`config.mk`:
```
export PLATFORM = sky130hd
export DESIGN_NAME = bcd_seg_display_mux_flat
export DESIGN_NICKNAME = d
export VERILOG_FILES = /design/src/rtl/bcd_seg_display_mux_if.sv /design/src/rtl/bcd_seg_display_mux.sv /design/src/flat_wrapper.sv
export SDC_FILE = /design/constraint.sdc
export NUM_CORES = 1
export LEC_CHECK = 0
export BUFFER_PORTS_ARGS = -buffer_cell sky130_fd_sc_hd__buf_2
export CORE_UTILIZATION = 40
export DETAILED_ROUTE_END_ITERATION = 16
export PLACE_DENSITY = 0.59
export SYNTH_ARGS = -nofsm -noshare
export SYNTH_HDL_FRONTEND = slang
export SYNTH_SLANG_ARGS = --single-unit
export TNS_END_PERCENT = 50
```
`constraint.sdc`:
```
create_clock -name clk -period 6.8 [get_ports clk]
set_clock_uncertainty 0.1 [all_clocks]
set_input_delay 0.34 -clock clk [delete_from_list [all_inputs] [get_ports clk]]
set_output_delay 0.34 -clock clk [all_outputs]
set_load 0.05 [all_outputs]
```
`src/rtl/bcd_seg_display_mux_if.sv`:
```
// bcd_seg_display_mux_if
// Groups the digit data, control strobes and display drive signals of the
// time-multiplexed 7-segment display driver into one bundle.
//   enable      : 1 = scan running, 0 = display dark with the scan position held
//   load        : request to capture bcd_in at the next frame boundary
//   bcd_in      : packed BCD digits, digit k = bcd_in[4k+3:4k], digit 0 least significant
//   seg         : active-low segments, seg[0]=a ... seg[6]=g
//   an          : active-low one-hot digit select, an[k] lights digit k
//   digit_idx   : index of the digit currently driven
//   frame_done  : one-cycle pulse after the scan wraps back to digit 0
// Modports: master drives enable/load/bcd_in (the producer side),
//           slave is the display driver itself.
interface bcd_seg_display_mux_if #(
  parameter int NUM_DIGITS = 4
);
  logic                      enable;
  logic                      load;
  logic [4*NUM_DIGITS-1:0]   bcd_in;
  logic [6:0]                seg;
  logic [NUM_DIGITS-1:0]     an;
  logic [2:0]                digit_idx;
  logic                      frame_done;

  modport master (
    output enable, load, bcd_in,
    input  seg, an, digit_idx, frame_done
  );

  modport slave (
    input  enable, load, bcd_in,
    output seg, an, digit_idx, frame_done
  );
endinterface

```
`src/rtl/bcd_seg_display_mux.sv`:
```
// bcd_seg_display_mux
// Drives one time-multiplexed 7-segment display from NUM_DIGITS packed BCD
// digits. A refresh prescaler keeps each digit lit for REFRESH_DIV clocks, then
// the scan moves on to the next digit. New digit data is captured into a
// shadow register only at the frame boundary, so a changing counter chain
// never produces a torn (half old, half new) display.
// Parameters:
//   NUM_DIGITS   digits scanned (2..8)
//   REFRESH_DIV  clocks each digit stays lit (>= 2)
// Ports:
//   clk    : system clock, rising edge
//   clear  : asynchronous active-low reset
//   bus    : bcd_seg_display_mux_if slave modport (enable, load, bcd_in in;
//            seg, an, digit_idx, frame_done out)
// Optional feature macro: LEADING_ZERO_BLANK_EN
//   When defined, a zero digit is blanked if it and every digit above it are
//   zero; digit 0 is never blanked and invalid digits never count as zero.
//   When undefined, every digit is always decoded.
module bcd_seg_display_mux #(
  parameter int NUM_DIGITS  = 4,
  parameter int REFRESH_DIV = 50000
) (
  input logic                    clk,
  input logic                    clear,
  bcd_seg_display_mux_if.slave   bus
);

  localparam int             PW      = $clog2(REFRESH_DIV);
  localparam logic [PW-1:0]  PRE_MAX = PW'(REFRESH_DIV - 1);
  localparam logic [2:0]     IDX_MAX = 3'(NUM_DIGITS - 1);
  localparam logic [6:0]     SEG_OFF = 7'h7F;

  logic [PW-1:0]           presc_q, presc_d;
  logic [2:0]              idx_q, idx_d;
  logic [4*NUM_DIGITS-1:0] shadow_q, shadow_d;
  logic                    pending_q, pending_d;
  logic [6:0]              seg_q, seg_d;
  logic [NUM_DIGITS-1:0]   an_q, an_d;
  logic                    frame_done_q, frame_done_d;

  logic                    tick;
  logic                    wrap;
  logic [3:0]              curDigit;
`ifdef LEADING_ZERO_BLANK_EN
  logic [NUM_DIGITS-1:0]   blankVec;
  logic                    allZero;
  logic                    blankSel;
`endif

  // Active-low decode in g..a order; anything outside 0..9 shows a dash.
  function automatic logic [6:0] decode7(input logic [3:0] d);
    logic [6:0] s;
    case (d)
      4'd0:    s = 7'b1000000;
      4'd1:    s = 7'b1111001;
      4'd2:    s = 7'b0100100;
      4'd3:    s = 7'b0110000;
      4'd4:    s = 7'b0011001;
      4'd5:    s = 7'b0010010;
      4'd6:    s = 7'b0000010;
      4'd7:    s = 7'b1111000;
      4'd8:    s = 7'b0000000;
      4'd9:    s = 7'b0010000;
      default: s = 7'b0111111;
    endcase
    return s;
  endfunction

  // Next-state logic. The display outputs are computed from the post-edge
  // scan index and post-edge shadow contents, so on the wrap edge digit 0
  // already shows freshly captured data.
  always_comb begin
    tick         = bus.enable && (presc_q == PRE_MAX);
    wrap         = tick && (idx_q == IDX_MAX);

    presc_d      = presc_q;
    idx_d        = idx_q;
    shadow_d     = shadow_q;
    pending_d    = pending_q | bus.load;
    frame_done_d = wrap;
    an_d         = '1;
    seg_d        = SEG_OFF;
    curDigit     = 4'd0;

    if (bus.enable) begin
      presc_d = (presc_q == PRE_MAX) ? '0 : presc_q + 1'b1;
    end

    if (tick) begin
      idx_d = wrap ? 3'd0 : idx_q + 3'd1;
    end

    // A load seen this cycle counts as pending, so a load on the wrap
    // cycle itself still captures on that edge.
    if (wrap) begin
      pending_d = 1'b0;
      if (pending_q || bus.load) begin
        shadow_d = bus.bcd_in;
      end
    end

    for (int k = 0; k < NUM_DIGITS; k++) begin
      if (idx_d == 3'(k)) begin
        curDigit = shadow_d[4*k +: 4];
      end
    end

`ifdef LEADING_ZERO_BLANK_EN
    // Walk down from the top digit; a digit is blankable while every digit
    // from it upward is exactly zero. Digit 0 always stays visible.
    blankVec = '0;
    allZero  = 1'b1;
    for (int k = NUM_DIGITS - 1; k >= 1; k--) begin
      allZero     = allZero && (shadow_d[4*k +: 4] == 4'd0);
      blankVec[k] = allZero;
    end
    blankSel = 1'b0;
    for (int k = 0; k < NUM_DIGITS; k++) begin
      if (idx_d == 3'(k)) begin
        blankSel = blankVec[k];
      end
    end
`endif

    if (bus.enable) begin
      for (int k = 0; k < NUM_DIGITS; k++) begin
        an_d[k] = (idx_d != 3'(k));
      end
`ifdef LEADING_ZERO_BLANK_EN
      seg_d = blankSel ? SEG_OFF : decode7(curDigit);
`else
      seg_d = decode7(curDigit);
`endif
    end
  end

  // State and output registers; reset also discards any pending load.
  always_ff @(posedge clk or negedge clear) begin
    if (!clear) begin
      presc_q      <= '0;
      idx_q        <= 3'd0;
      shadow_q     <= '0;
      pending_q    <= 1'b0;
      seg_q        <= SEG_OFF;
      an_q         <= '1;
      frame_done_q <= 1'b0;
    end else begin
      presc_q      <= presc_d;
      idx_q        <= idx_d;
      shadow_q     <= shadow_d;
      pending_q    <= pending_d;
      seg_q        <= seg_d;
      an_q         <= an_d;
      frame_done_q <= frame_done_d;
    end
  end

  assign bus.seg        = seg_q;
  assign bus.an         = an_q;
  assign bus.digit_idx  = idx_q;
  assign bus.frame_done = frame_done_q;

endmodule
```
`src/flat_wrapper.sv`:
```
// flat-port wrapper written by rule: the top's interface ports become plain ports
module bcd_seg_display_mux_flat 
#(
  parameter int NUM_DIGITS  = 4,
  parameter int REFRESH_DIV = 50000
)
  (clk, clear, bus_enable, bus_load, bus_bcd_in, bus_seg, bus_an, bus_digit_idx, bus_frame_done);
  bcd_seg_display_mux_if #(.NUM_DIGITS(NUM_DIGITS)) bus_i ();
  input logic clk;
  input logic clear;
  input wire logic [$bits(bus_i.enable)-1:0] bus_enable;
  input wire logic [$bits(bus_i.load)-1:0] bus_load;
  input wire logic [$bits(bus_i.bcd_in)-1:0] bus_bcd_in;
  output wire logic [$bits(bus_i.seg)-1:0] bus_seg;
  output wire logic [$bits(bus_i.an)-1:0] bus_an;
  output wire logic [$bits(bus_i.digit_idx)-1:0] bus_digit_idx;
  output wire logic [$bits(bus_i.frame_done)-1:0] bus_frame_done;
  assign bus_i.enable = bus_enable;
  assign bus_i.load = bus_load;
  assign bus_i.bcd_in = bus_bcd_in;
  assign bus_seg = bus_i.seg;
  assign bus_an = bus_i.an;
  assign bus_digit_idx = bus_i.digit_idx;
  assign bus_frame_done = bus_i.frame_done;
  bcd_seg_display_mux #(.NUM_DIGITS(NUM_DIGITS), .REFRESH_DIV(REFRESH_DIV)) u_core (.clk(clk), .clear(clear), .bus(bus_i));
endmodule
```
## Yosys cells after proc, flatten, opt, wreduce, memory -nomap -nowiden

Memory sizes are Yosys's and may differ from the RTL's.
Cells that the tools add are included.

| storage, ports and cells | value |
|---|---|
| register bits | 48 |
| latch bits | 0 |
| memory bits (writable) | 0 |
| bits in read-only memories | 112 |
| input bits | 20 |
| output and inout port bits | 15 |
| logic and storage cells | 36 |
| memories | 1 |

Memory list:

| memory | words | bits a word | rd ports | clocked after memory_dff | write ports | line | RTL |
|---|---|---|---|---|---|---|---|
| (name not given) | 16 | 7 | 1 | 0 | 0 | bcd_seg_display_mux.sv:53 | `case (d)` |

| cells by class | value |
|---|---|
| add/subtract/negate cells | 2 |
| $mul | 0 |
| div/mod/pow operators | 0 |
| magnitude comparators | 0 |
| equality and inequality tests | 8 |
| shifts and indexed selects | 0 |
| multiplexer cells | 12 |
| bitwise logic cells | 1 |
| reduce and logical (&&, ||, !) cells | 5 |

Operators with widths:

| operator | number |
|---|---|
| $mux W16 | 3 |
| $mux W4 | 5 |
| $add A16 B1 Y16 const B | 1 |
| $eq A16 B16 Y1 const B | 1 |
| $eq A3 B2 Y1 const B | 3 |
| $mux W7 | 1 |
| $mux W3 | 2 |
| $ne A3 B2 Y1 const B | 2 |
| $add A3 B1 Y3 const B | 1 |
| $eq A3 B1 Y1 const B | 1 |
| $logic_not A3 Y1 | 1 |
| $ne A3 B1 Y1 const B | 1 |
| $reduce_bool A3 Y1 | 1 |
| $logic_and A1 B1 Y1 | 2 |
| $logic_or A1 B1 Y1 | 1 |
| $mux W1 | 1 |
| $or A1 B1 Y1 | 1 |

## Depth between registers and ports, before layout

An unclocked memory read counts as a cell.

| depth | value |
|---|---|
| word-level depth | 12 |
| gate-level depth with buffers | 14 |
| depth with buffers taken out | 12 |

## Least setup slack after synthesis

No wires, ideal clock.

| timing | value |
|---|---|
| path type | reg-to-reg |
| start | register u_core.idx_q[0], in the netlist u_core.bus.digit_idx[0] |
| end | register u_core.seg_q[3], in the netlist u_core.bus.seg[3] |
| data arrival time | 2.927 ns |
| required time | 6.606 ns |
| slack | 3.679 ns |
| cell stages (with the launch flop) | 11 |
| period minus slack after synthesis | 3.121 ns |
| path through | dfrtp_1 > ha_1 > and2b_2 > o21ai_0 > nor2_1 > clkbuf_1 > nand2_1 > a31oi_1 > a22oi_1 > ha_1 > a311oi_1 |

| between the ends | value |
|---|---|
| word-level cells in the longest chain between the ends | 11 |

Ends and longest elaborated chain:

| what | line | RTL |
|---|---|---|
| start, declared | bcd_seg_display_mux.sv:34 | `logic [2:0] idx_q, idx_d;` |
| start signal, assigned | bcd_seg_display_mux.sv:149 | `idx_q <= idx_d;` |
| parallel branches: the longest is 8 deep, another holds $add A3 B1 Y3 | - |  |
| $mux W4 * | bcd_seg_display_mux.sv:103 | `if (idx_d == 3'(k)) begin` |
| $mem_v2 Z16 W7 * | - |  |
| $mux W7 * | bcd_seg_display_mux.sv:125 | `if (bus.enable) begin` |
| net u_core.seg_d[3] | bcd_seg_display_mux.sv:37 | `logic [6:0] seg_q, seg_d;` |
| end signal, assigned | bcd_seg_display_mux.sv:152 | `seg_q <= seg_d;` |
| end, declared | bcd_seg_display_mux.sv:37 |  |

Mark *: on every way through the listed nets, which the timed path passes.
A chain may end at the register's enable or synchronous reset.

## Final worst setup path

Same ends and word-level chain as after synthesis.

==> flow_summary_export.csv <==
group,metric,value,unit
power_and_ir_drop,pwr-share-clk,30.6,%
global_routing,grt_antenna_before_repair,0,
layout,syn2layout_area_growth,10.6,%
critical_path,critical-path-max-stage-delay,0.85,ns
critical_path,crit_path_max_fanout,12,
critical_path,cp_data_arrival_time,3.87,ns
global_routing,grt_util_all_layers,17.2,%
routing,drt-pass1-iter-count,4,
placed_design,place_hpwl,3940,µm
sta,grt_setup_unrepaired,"no",
cts,cts_root_buffer,"clkbuf_8",
critical_path,critical_path_class,"flip-flop to flip-flop",
global_routing,grt_pass1_vias,1787,
yosys,async_flop_share,100,%
sta,timing.fmax,265,MHz
yosys,syn_area,2600,µm²
power_and_ir_drop,p_switching,0.000144,W
critical_path,critPathMostFrequentCell,"ha_1",
layout,nNetsFinal,311,
cts,clk_pin_slew_worst_paths,0.09,ns
hold_path,hold_class,"input pin to asynchronous set/reset pin",
yosys,ys_seq_area_share,46.7,%
sta,worstMarginPinSlew,1.06,ns
critical_path,cp_cell_sequence,"ha_1, and2b_2, o21ai_0, nor2_1, a2111oi_4, o32ai_4, inv_1, ha_1, a311oi_1",
placed_design,portBuffers,34,
sta,slew_violations,0,
yosys,syn_avg_cell_area,10.3,µm²
cts,numCtsBuffers,5,
power_and_ir_drop,p_seq_share,60.0,%
cts,clkLatencyLatePin,0.30,ns
yosys,synthTopCellsByArea,"dfrtp_1 36%, dfstp_2 11%, nand2_1 5.5%",
sta,finalCriticalPeriod,3.78,ns
sta,hold_viol,0,
yosys,synth_top_area_share,35.6,%
sta,max_slew_margin,29.0,%
yosys,synthTopCellsByCount,"38 x nand2_1, 37 x dfrtp_1, 21 x nand3_1",
yosys,synthesis.nets,280,
routing,dr_total_vias,1889,
critical_path,critPathSlowestCell,"nor2_1",
critical_path,cp.required,6.89,ns
global_routing,grt_remaining_overflow,0,
critical_path,startpoint_type,"flip-flop",
power_and_ir_drop,total_power,0.000541,W
cts,cts_hold_buf,0,
cts,cts-resized-gates,0,
sta,final.period_utilization,55.6,%
power_and_ir_drop,comb_power_share,9.3,%
die,ios,35,
power_and_ir_drop,power_density,188,nW/µm²
die,fp-row-count,29,
yosys,ys_ff_latch,48,
die,initial_core_util,41.2,%
cts,cts_max_path_buffers,2,
die,die_area,6830,µm²
power_and_ir_drop,swShare,26.5,%
placed_design,gp_congestion,0.788,
critical_path,critical_path_buf_inv_count,1,
die,fp.coreArea,6310,µm²
global_routing,grt_max_degree,49,
layout,n_antenna_cell,0,
routing,drtIter0Drc,62,
yosys,synth-edff-count,0,
sta,tns,0,ns
cts,cts_tree,"built",
yosys,syn_inst,252,
job,max_cap_violations,0,
routing,routed_wl,5390,µm
routing,drcViolationCount,0,
yosys,synth_most_common_cell,"nand2_1",
critical_path,crit_family,"compound AO/OA/AOI/OAI gates",
power_and_ir_drop,p_int,0.000398,W
layout,final_layout_size_suffix_gt1_share,25.7,%
routing,detail-route-antenna-nets,0,
outcome,outcome,"finished, final reports clean",
die,die_w,82.6,µm
power_and_ir_drop,vdd_drop_max,0.000102,V
cts,cts-htree-levels,2,
routing,wire_per_inst,14.9,µm
yosys,ys_warn_count,0,
routing,viasPerCell,5.23,
sta,setup_viol,0,
cts,clock-sinks,48,
critical_path,cp-end-kind,"flip-flop",
cts,cts_setup_buffers,0,
yosys,ys.flop_type,"dfrtp_1",
die,die_y,82.6,µm
global_routing,grt_first_pass_wirelength,8630,µm
yosys,synth_area_leader_cell,"dfrtp_1",
yosys,synthDistinctLibCells,52,
power_and_ir_drop,p_leak,1.38,nW
## power by group through the flow
stage | registers, W | logic [W] | clock network, W
after CTS | 0.000325 | 0.0000521 | 0.000171
after floorplan | 0.000335 | 0.0000264 | 0
final | 0.000325 | 0.0000506 | 0.000166
after detailed placement | 0.000331 | 0.0000513 | 0
after global routing | 0.000328 | 0.0000560 | 0.000180
after global placement | 0.000330 | 0.0000513 | 0
## final timing paths
| check | depth (start not counted) | endpoint | slack, ns | startpoint |
|---|---|---|---|---|
| setup / recovery | 9 | u_core.bus.seg[3] | 3.02 | u_core.bus.digit_idx[0] |
| hold / removal | 1 | u_core.bus.frame_done | 0.11 | clear |
| setup reg to reg | 9 | u_core.bus.seg[3] | 3.02 | u_core.bus.digit_idx[0] |
| hold reg to reg | 2 | u_core.shadow_q[8] | 0.37 | u_core.shadow_q[8] |
| max in group asynchronous | 1 | u_core.presc_q[6] | 5.82 | clear |
| min in group clk | 3 | u_core.shadow_q[5] | 0.13 | bus_bcd_in[5] |
## layer usage
metal	vias to the layer above	track usage [%]	part of all wire (%)
met5	-	0	0
met4	0	5.00	1.3
met3	6	2.64	3.1
met2	33	29.8	48
met1	905	22.0	48
li1	945	-	-
## stage by stage
stage | util [%] | worst slack [ns] | area, µm² | hold slack, ns | std cells
floorplan | - | 3.68 | 2600 | -0.0556 | 252
global placement | 44.3 | 3.15 | 2790 | 0.349 | 353
detailed placement | 44.3 | 3.03 | 2790 | 0.356 | 353
CTS | 45.5 | 3.04 | 2880 | 0.130 | 361
global route | 45.5 | 2.79 | 2880 | 0.139 | 361
finish | 45.5 | 3.02 | 2880 | 0.114 | 361
## placed cells by master (no fill, tap or decap), drive strengths merged, types with 2 or more instances in the layout
master,synthesis,final
clkbuf,5,7
a21boi,4,4
a32o,2,2
xnor2,7,7
nor2,15,15
a21oi,7,7
inv,11,11
and4,3,3
nor3,2,2
and3,5,5
buf,5,34
nand4,4,4
ha,8,8
a21o,3,3
mux2i,8,8
nor2b,2,2
a311oi,2,2
nor4b,4,4
dfstp,11,11
o211ai,5,5
o21ai,16,16
xor2,5,5
o21a,2,2
and2,3,3
dfrtp,37,37
nand2b,3,3
nand3,21,21
nand2,39,39
a31oi,2,2
## cell families after synthesis
kind of cell	after synthesis	synth area share (%)
simple gates	106	22.5
compound gates	49	14.2
flops	48	46.7
buf+inv	21	4.57
xor+xnor	12	4.04
mux	8	4.04
fa+ha+maj	8	3.85
## registers in the layout (all words and copies together), names as in the netlist
register               flops
u_core.presc_q            16
u_core.bus.digit_idx       3
u_core.shadow_q           16
u_core.bus.an              4
u_core.bus.frame_done      1
u_core.bus.seg             7
u_core.pending_q           1
## layout make-up
class | instances | area, µm²
inverter | 11 | 46.3
fill | 610 | 3440
tap | 77 | 96.3
clock buffer | 7 | 76.3
clock inverter | 1 | 5.00
multi-input combinational | 183 | 1270
timing repair buffer | 34 | 170
sequential | 48 | 1210
Note: power is estimated with default switching activity, not from simulation.
